### src/rtl/lo_hi_unit_if.sv
// Pipeline-facing signal bundle for the HI/LO multiply unit.
// The master side is the execute stage; the slave side is lo_hi_unit.
interface lo_hi_unit_if;
  // Handshake: start, mtHi, mtLo and readReq are requests held by the pipeline.
  // A request counts only in a cycle where stall is low. While stall is high the
  // pipeline keeps the same request on the bus and presents it again once busy falls.
  logic        start;
  logic        isSigned;
  logic [31:0] a;
  logic [31:0] b;
  logic        mtHi;
  logic        mtLo;
  logic [31:0] mtData;
  logic        readReq;
  logic        flush;
  logic [31:0] hi;
  logic [31:0] lo;
  logic        busy;
  logic        stall;
  logic        done;

  modport master (
    output start, isSigned, a, b, mtHi, mtLo, mtData, readReq, flush,
    input  hi, lo, busy, stall, done
  );

  modport slave (
    input  start, isSigned, a, b, mtHi, mtLo, mtData, readReq, flush,
    output hi, lo, busy, stall, done
  );
endinterface

### src/rtl/lo_hi_unit.sv
// HI/LO register pair with an iterative shift-add MULT/MULTU engine.
// UNROLL multiplier bits are retired per RUN cycle; the sign is applied in WRITE.
module lo_hi_unit #(
  parameter int UNROLL = 1
) (
  input  logic         clk,
  input  logic         rstN,
  lo_hi_unit_if.slave  bus,
  output logic [1:0]   o_state
);
  localparam int ITERS = 32 / UNROLL;
  localparam int CW    = $clog2(ITERS);

  typedef enum logic [1:0] {
    S_IDLE  = 2'd0,
    S_RUN   = 2'd1,
    S_WRITE = 2'd2
  } state_t;

  state_t        r_state;
  logic [31:0]   r_mplier;
  logic [63:0]   r_mcand;
  logic [63:0]   r_acc;
  logic [CW-1:0] r_cnt;
  logic          r_neg;
  logic          r_done;
  logic [31:0]   r_hi;
  logic [31:0]   r_lo;

  logic [31:0]   w_mag_a;
  logic [31:0]   w_mag_b;
  logic [63:0]   w_acc_next;
  logic [63:0]   w_product;
  logic          w_busy;

  // 0x80000000 negates to itself, which is exactly its unsigned magnitude.
  assign w_mag_a = (bus.isSigned & bus.a[31]) ? (~bus.a + 32'd1) : bus.a;
  assign w_mag_b = (bus.isSigned & bus.b[31]) ? (~bus.b + 32'd1) : bus.b;

  always_comb begin
    w_acc_next = r_acc;
    for (int k = 0; k < UNROLL; k++) begin
      if (r_mplier[k]) begin
        w_acc_next = w_acc_next + (r_mcand << k);
      end
    end
  end

  assign w_product = r_neg ? (~r_acc + 64'd1) : r_acc;
  assign w_busy    = (r_state != S_IDLE);

  always_ff @(posedge clk or negedge rstN) begin
    if (!rstN) begin
      r_state  <= S_IDLE;
      r_mplier <= '0;
      r_mcand  <= '0;
      r_acc    <= '0;
      r_cnt    <= '0;
      r_neg    <= 1'b0;
      r_done   <= 1'b0;
      r_hi     <= '0;
      r_lo     <= '0;
    end else begin
      r_done <= 1'b0;
      case (r_state)
        S_IDLE: begin
          if (bus.flush) begin
            r_state <= S_IDLE;
          end else if (bus.start) begin
            r_mplier <= w_mag_b;
            r_mcand  <= {32'd0, w_mag_a};
            r_neg    <= bus.isSigned & (bus.a[31] ^ bus.b[31]);
            r_acc    <= '0;
            r_cnt    <= '0;
            r_state  <= S_RUN;
          end else begin
            if (bus.mtHi) r_hi <= bus.mtData;
            if (bus.mtLo) r_lo <= bus.mtData;
          end
        end
        S_RUN: begin
          if (bus.flush) begin
            r_acc   <= '0;
            r_cnt   <= '0;
            r_state <= S_IDLE;
          end else begin
            r_acc    <= w_acc_next;
            r_mplier <= r_mplier >> UNROLL;
            r_mcand  <= r_mcand << UNROLL;
            r_cnt    <= r_cnt + 1'b1;
            if (r_cnt == CW'(ITERS - 1)) r_state <= S_WRITE;
          end
        end
        S_WRITE: begin
          if (!bus.flush) begin
            r_hi   <= w_product[63:32];
            r_lo   <= w_product[31:0];
            r_done <= 1'b1;
          end
          r_acc   <= '0;
          r_cnt   <= '0;
          r_state <= S_IDLE;
        end
        default: r_state <= S_IDLE;
      endcase
    end
  end

  assign bus.hi    = r_hi;
  assign bus.lo    = r_lo;
  assign bus.busy  = w_busy;
  assign bus.done  = r_done;
  assign bus.stall = w_busy & (bus.start | bus.readReq | bus.mtHi | bus.mtLo);
  assign o_state   = r_state;
endmodule
### src/flat_wrapper.sv
// flat-port wrapper written by rule: the top's interface ports become plain ports
module lo_hi_unit_flat 
#(
  parameter int UNROLL = 1
)
  (clk, rstN, o_state, bus_start, bus_isSigned, bus_a, bus_b, bus_mtHi, bus_mtLo, bus_mtData, bus_readReq, bus_flush, bus_hi, bus_lo, bus_busy, bus_stall, bus_done);
  lo_hi_unit_if bus_i ();
  input  logic clk;
  input  logic rstN;
  output logic [1:0] o_state;
  input wire logic [$bits(bus_i.start)-1:0] bus_start;
  input wire logic [$bits(bus_i.isSigned)-1:0] bus_isSigned;
  input wire logic [$bits(bus_i.a)-1:0] bus_a;
  input wire logic [$bits(bus_i.b)-1:0] bus_b;
  input wire logic [$bits(bus_i.mtHi)-1:0] bus_mtHi;
  input wire logic [$bits(bus_i.mtLo)-1:0] bus_mtLo;
  input wire logic [$bits(bus_i.mtData)-1:0] bus_mtData;
  input wire logic [$bits(bus_i.readReq)-1:0] bus_readReq;
  input wire logic [$bits(bus_i.flush)-1:0] bus_flush;
  output wire logic [$bits(bus_i.hi)-1:0] bus_hi;
  output wire logic [$bits(bus_i.lo)-1:0] bus_lo;
  output wire logic [$bits(bus_i.busy)-1:0] bus_busy;
  output wire logic [$bits(bus_i.stall)-1:0] bus_stall;
  output wire logic [$bits(bus_i.done)-1:0] bus_done;
  assign bus_i.start = bus_start;
  assign bus_i.isSigned = bus_isSigned;
  assign bus_i.a = bus_a;
  assign bus_i.b = bus_b;
  assign bus_i.mtHi = bus_mtHi;
  assign bus_i.mtLo = bus_mtLo;
  assign bus_i.mtData = bus_mtData;
  assign bus_i.readReq = bus_readReq;
  assign bus_i.flush = bus_flush;
  assign bus_hi = bus_i.hi;
  assign bus_lo = bus_i.lo;
  assign bus_busy = bus_i.busy;
  assign bus_stall = bus_i.stall;
  assign bus_done = bus_i.done;
  lo_hi_unit #(.UNROLL(UNROLL)) u_core (.clk(clk), .rstN(rstN), .bus(bus_i), .o_state(o_state));
endmodule
### config.mk
export PLATFORM = sky130hd
export DESIGN_NAME = lo_hi_unit_flat
export DESIGN_NICKNAME = d
export VERILOG_FILES = /design/src/rtl/lo_hi_unit_if.sv /design/src/rtl/lo_hi_unit.sv /design/src/flat_wrapper.sv
export SDC_FILE = /design/constraint.sdc
export NUM_CORES = 1
export LEC_CHECK = 0
export BUFFER_PORTS_ARGS = -buffer_cell sky130_fd_sc_hd__buf_2
export CORE_AREA = 4 4 183 230
export DETAILED_ROUTE_END_ITERATION = 8
export DIE_AREA = 0 0 187 234
export PLACE_DENSITY = 0.7
export SETUP_SLACK_MARGIN = 0.1
export SLEW_MARGIN = 30
export SYNTH_ARGS = -nofsm -noshare
export SYNTH_HDL_FRONTEND = slang
export SYNTH_SLANG_ARGS = --single-unit
### constraint.sdc
create_clock -name clk -period 4.5 [get_ports clk]
set_input_delay 1.125 -clock clk [delete_from_list [all_inputs] [get_ports clk]]
set_output_delay 1.125 -clock clk [all_outputs]
set_load 0.005 [all_outputs]
Word level (Yosys, flattened, before mapping)
Cells that the tools add are included.
{ "totals": {"reg_bits": 233, "ramBits": 0, "in_bits": 104, "mem_count": 0, "elab_cells": 88, "latch_bits": 0, "output_inout_bits": 69, "romBits": 0} }
{ "classes": {"div_mod_pow": 0, "reduce_logical": 12, "n_mul": 0, "n_mux": 37, "eq_ne": 13, "bitwise": 12, "order_cmp": 0, "add_sub_neg": 5, "shift": 0} }
{ "ops": {"columns": ["cell", "count"], "rows": [
  ["64-bit two-way mux", 8],
  ["32-bit two-way mux", 13],
  ["32-bit case mux with 2 select lines", 3],
  ["64-bit case mux with 3 select lines", 1],
  ["64-bit case mux with 2 select lines", 1],
  ["32-bit by 1-bit adder with 32-bit output (second input constant)", 2],
  ["64-bit by 1-bit adder with 64-bit output (second input constant)", 1],
  ["64-bit adder", 1],
  ["32-bit inverter", 2],
  ["64-bit inverter", 1],
  ["5-bit two-way mux", 3],
  ["5-bit case mux with 3 select lines", 1],
  ["2-bit != test (second input constant)", 7],
  ["5-bit AND reduction", 2],
  ["2-bit two-way mux", 4],
  ["4-bit AND reduction", 2],
  ["3-bit by 2-bit != test with 1-bit output (second input constant)", 2],
  ["3-bit AND reduction", 2],
  ["2-bit nonzero test", 3],
  ["5-bit by 1-bit adder with 5-bit output (second input constant)", 1],
  ["5-bit equality test (second input constant)", 1],
  ["1-bit bitwise AND", 4],
  ["2-bit case mux with 2 select lines", 1],
  ["3-bit != test (second input constant)", 1],
  ["9 further kinds", 12]
]} }

Depth between registers and ports, before layout
{ "depth": {"depth_word": 6, "ltp_mapped": 14, "depth_no_buf": 14} }

Worst setup path after synthesis
Ideal clock, no wire load.
{ "synth_path": {"path_type": "input-to-reg", "from": "input bus_a[5]", "to": "register u_core.r_mcand[28]", "n_path_buf": 0, "required_time_ns": 4.367, "setup_slack_ns": 0.882, "stages": 11, "arrival_time_ns": 3.485, "cell_sequence": "or4_1 nor4_1 nand3b_1 o21ai_0 o21ai_0 o21bai_1 a21oi_1 xor2_1 nor2_1 a21oi_1 o21ai_0"} }
{ "synth_between": {"elab_chain_cells": 6} }
{ "synth_rtl": {"columns": ["element", "line", "rtl"], "rows": [
  ["start: declaration", "flat_wrapper.sv:13", "input wire logic [$bits(bus_i.a)-1:0] bus_a;"],
  ["32-bit inverter", "lo_hi_unit.sv:37", "assign w_mag_a = (bus.isSigned & bus.a[31]) ? (~bus.a + 32'd1) : bus.a;"],
  ["32-bit by 1-bit adder with 32-bit output", "lo_hi_unit.sv:37", null],
  ["32-bit two-way mux", "lo_hi_unit.sv:37", null],
  ["64-bit two-way mux", "lo_hi_unit.sv:69", "end else if (bus.start) begin"],
  ["64-bit two-way mux", "lo_hi_unit.sv:67", "if (bus.flush) begin"],
  ["64-bit case mux with 2 select lines", "lo_hi_unit.sv:65", "case (r_state)"],
  ["end signal: assignment", "lo_hi_unit.sv:71", "r_mcand <= {32'd0, w_mag_a};"],
  ["end signal: assignment", "lo_hi_unit.sv:89", "r_mcand <= r_mcand << UNROLL;"],
  ["end: declaration", "lo_hi_unit.sv:22", "logic [63:0] r_mcand;"]
]} }
Every way passes these cells. The select of a mux whose other input is x is not followed.
A chain may end at the register's enable or synchronous reset.

Worst setup path after layout
{ "layout_path": {"from": "register u_core.r_acc[4]", "to": "register u_core.r_acc[33]"} }
{ "layout_between": {"elab_chain_cells": 4} }
{ "layout_rtl": {"columns": ["element", "line", "rtl"], "rows": [
  ["start: declaration", "lo_hi_unit.sv:23", "logic [63:0] r_acc;"],
  ["start signal: assignment", "lo_hi_unit.sv:87", "r_acc <= w_acc_next;"],
  ["64-bit adder", "lo_hi_unit.sv:44", "w_acc_next = w_acc_next + (r_mcand << k);"],
  ["64-bit two-way mux", "lo_hi_unit.sv:43", "if (r_mplier[k]) begin"],
  ["64-bit two-way mux", "lo_hi_unit.sv:82", "if (bus.flush) begin"],
  ["64-bit case mux with 3 select lines", "lo_hi_unit.sv:65", null]
]} }
Every way passes these cells. The select of a mux whose other input is x is not followed.

==> results.cfg <==
[finish]
layout.nets = 2258
final_cell_mix = 354 x nand2_1, 258 x o21ai_0, 232 x dfrtp_1
drive_above_1_share_pct = 12.74
fin_cells = 2614
final_common_cell = nand2_1
syn2layout_area_growth_pct = 14.60

[placed_design]
dp_cells = 2558
dp_hpwl_um = 34790
gp_congestion = 0.9532
port_buffers = 172

[clock_network]
ctsHtreeMaxLevel = 1
worstSkewPairLatency_ns = 0.57
cts_tree = built
cts_setup_buffers = 0
path_clk_slew_ns = 0.06
numCtsBuffers = 27
post_cts_resized = 0
cts_hold_buf = 0
cts.sinks = 233
root_buffer = clkbuf_16
clk_path_buf_depth = 3

[grt]
grt_pass1_wl_um = 73980
grt_pass1_vias = 14130
grt_usage_pct = 20.20
grt_max_degree = 196
grt_antenna_before_repair = 14
grt_overflow = 0

[min_path]
hold_class = reg -> reg
hold_path_depth = 1

[floorplan]
dieArea_um2 = 43760
die_w_um = 187
initial_core_util_pct = 39.78
rows = 82
core_area_um2 = 39810
die_y_um = 234
boundaryPins = 173

[timing]
fin_crit_ns = 3.917
fin_crit_sh_pct = 87.04
setup_tns_ns = 0
tightest_slew_ns = 0.8491
relSlewSlack_pct = 42.96
rsz0062_at_grt = no
finalHoldViolations = 0
slew_viol_final = 0
setup_viol = 0
fin_worst_skew_ns = 0.01524
fmax_mhz = 255.3

[worst_setup_path]
path_class = reg -> reg
worstPathArrival_ns = 4.34
critPathMaxFanout = 6
crit_path_start_kind = register
endpoint_kind = register
r2r_cells = 12
worstPathRequired_ns = 4.92

[power_and_ir_drop]
p_leak_nw = 8.263
peakVddDrop_mv = 0.2789
powerDensity_nw_per_um2 = 430.5

[synth]
ys_seq_area_share_pct = 36.82
synthCells = 1972
yosys-top-cells-area = dfrtp_1 37%, nand2_1 8.4%, o21ai_0 8.2%, ha_1 5.4%, xnor2_1 5.1%
synth_top_area_cell = dfrtp_1
async_flop_share_pct = 100.0
yosys_warnings = 0
synth-edff-count = 0
ys_types = 65
avgSynthCellArea_um2 = 8.029
synth_top_area_share_pct = 36.82
ys.flop_type = dfrtp_1
syn-num-nets = 2145
synthesis.area_um2 = 15830
ys_ff_latch = 233

[job]
drv_cap = 0

[status]
outcome = finished clean

[drt]
drc = 0
antenna_left = 0
wl_per_cell_um = 17.30
vias = 14720
drtPass1Iterations = 5
drt_iter0_markers = 940
vias_per_cell = 5.630
routed_wl_um = 45230
[cell usage after synthesis (16+ instances only)]
cell type and count:
a211oi_1 19, dfrtp_1 233, a21o_1 47, nor2_1 187
a21oi_1 152, xnor2_1 92, nand2_1 354, xor2_1 79
inv_1 24, clkbuf_1 99, o31ai_1 74, ha_1 68
or3_1 21, nor3_1 23, o21ai_0 259, nand3_1 16
[area by class of cell]
type | instances | area (um2)
clock inverter | 14 | 177.7
sequential | 233 | 5834
multi-input combinational | 1609 | 9583
tap | 504 | 630.6
timing repair buffer | 190 | 1084
clock buffer | 33 | 728.2
antenna | 7 | 17.52
inverter | 24 | 90.09
fill | 3919 | 21660
[worst paths after layout]
path / startpoint / to / slack [ns]
setup reg to reg: u_core.r_acc[4] / u_core.r_acc[33] / 0.58
setup / recovery: u_core.r_acc[4] / u_core.r_acc[33] / 0.58
min in group asynchronous: rstN / u_core.r_mplier[6] / 0.48
hold reg to reg: u_core.bus.lo[18] / u_core.bus.lo[18] / 0.47
max in group asynchronous: rstN / u_core.bus.lo[6] / 2.94
hold / removal: u_core.bus.lo[18] / u_core.bus.lo[18] / 0.47
[report_power, final]
part | total, W | internal (W) | switching, W | leakage, nW
logic | 0.00265 | 0.00109 | 0.00156 | 4.76
registers | 0.00290 | 0.00249 | 0.000414 | 3.06
clock network | 0.00226 | 0.00133 | 0.000927 | 0.446
total | 0.00781 | 0.00491 | 0.00290 | 8.26
[worst max-delay path, cell delays in order (launching register included)]
cell and delay [ns]:
dfrtp_1 0.45, ha_1 0.39, a21o_1 0.19, o21bai_1 0.23
a221o_1 0.40, a221o_1 0.42, and2_1 0.20, a211o_1 0.31
a21oi_1 0.46, o21ai_0 0.23, a31o_2 0.30, xnor2_1 0.12
o21ai_0 0.08
[cells by family (layout without fill, tap and decap cells)]
logic type | after synthesis | count (layout) | share of synthesized area, %
buf+inv | 130 | 261 | 3.082
other cells | 0 | 7 | 0
simple gates | 712 | 712 | 19.77
compound gates | 650 | 650 | 24.92
fa+ha+maj | 69 | 69 | 5.500
mux | 7 | 7 | 0.4504
xor+xnor | 171 | 171 | 9.459
flops | 233 | 233 | 36.82
[flip-flops by register name, indices dropped and copies added, names as in the netlist]
signal           cells
u_core.r_mcand      64
u_core.bus.hi       32
u_core.r_neg         1
u_core.bus.lo       32
u_core.r_acc        64
u_core.r_mplier     32
u_core.o_state       2
u_core.bus.done      1
u_core.r_cnt         5
[layer usage]
| layer | vias up | GRT usage, % | wire, um |
|---|---|---|---|
| met1 | 6896 | 26.24 | 19850 |
| met5 | - | 0 | 88 |
| met2 | 464 | 33.86 | 20430 |
| met3 | 98 | 3.752 | 3122 |
| met4 | 14 | 7.536 | 1747 |
| li1 | 7245 | - | - |
[metrics by stage]
stage                     instance area [um2]  setup WS (ns)  total power [W]  util [%]  hold WS (ns)
final                                   18140         0.5831         0.007812     45.58        0.4701
after floorplan                         15830         0.8820         0.004684         -        0.4447
after detailed placement                17160         0.4489         0.005576     43.10        0.4604
after global routing                    18140         0.3350         0.008322     45.58        0.4914
after global placement                  17160         0.4557         0.005491     43.10        0.4543
after CTS                               18060         0.6476         0.007844     45.38        0.4741
Power figures use the tool's default switching activity.
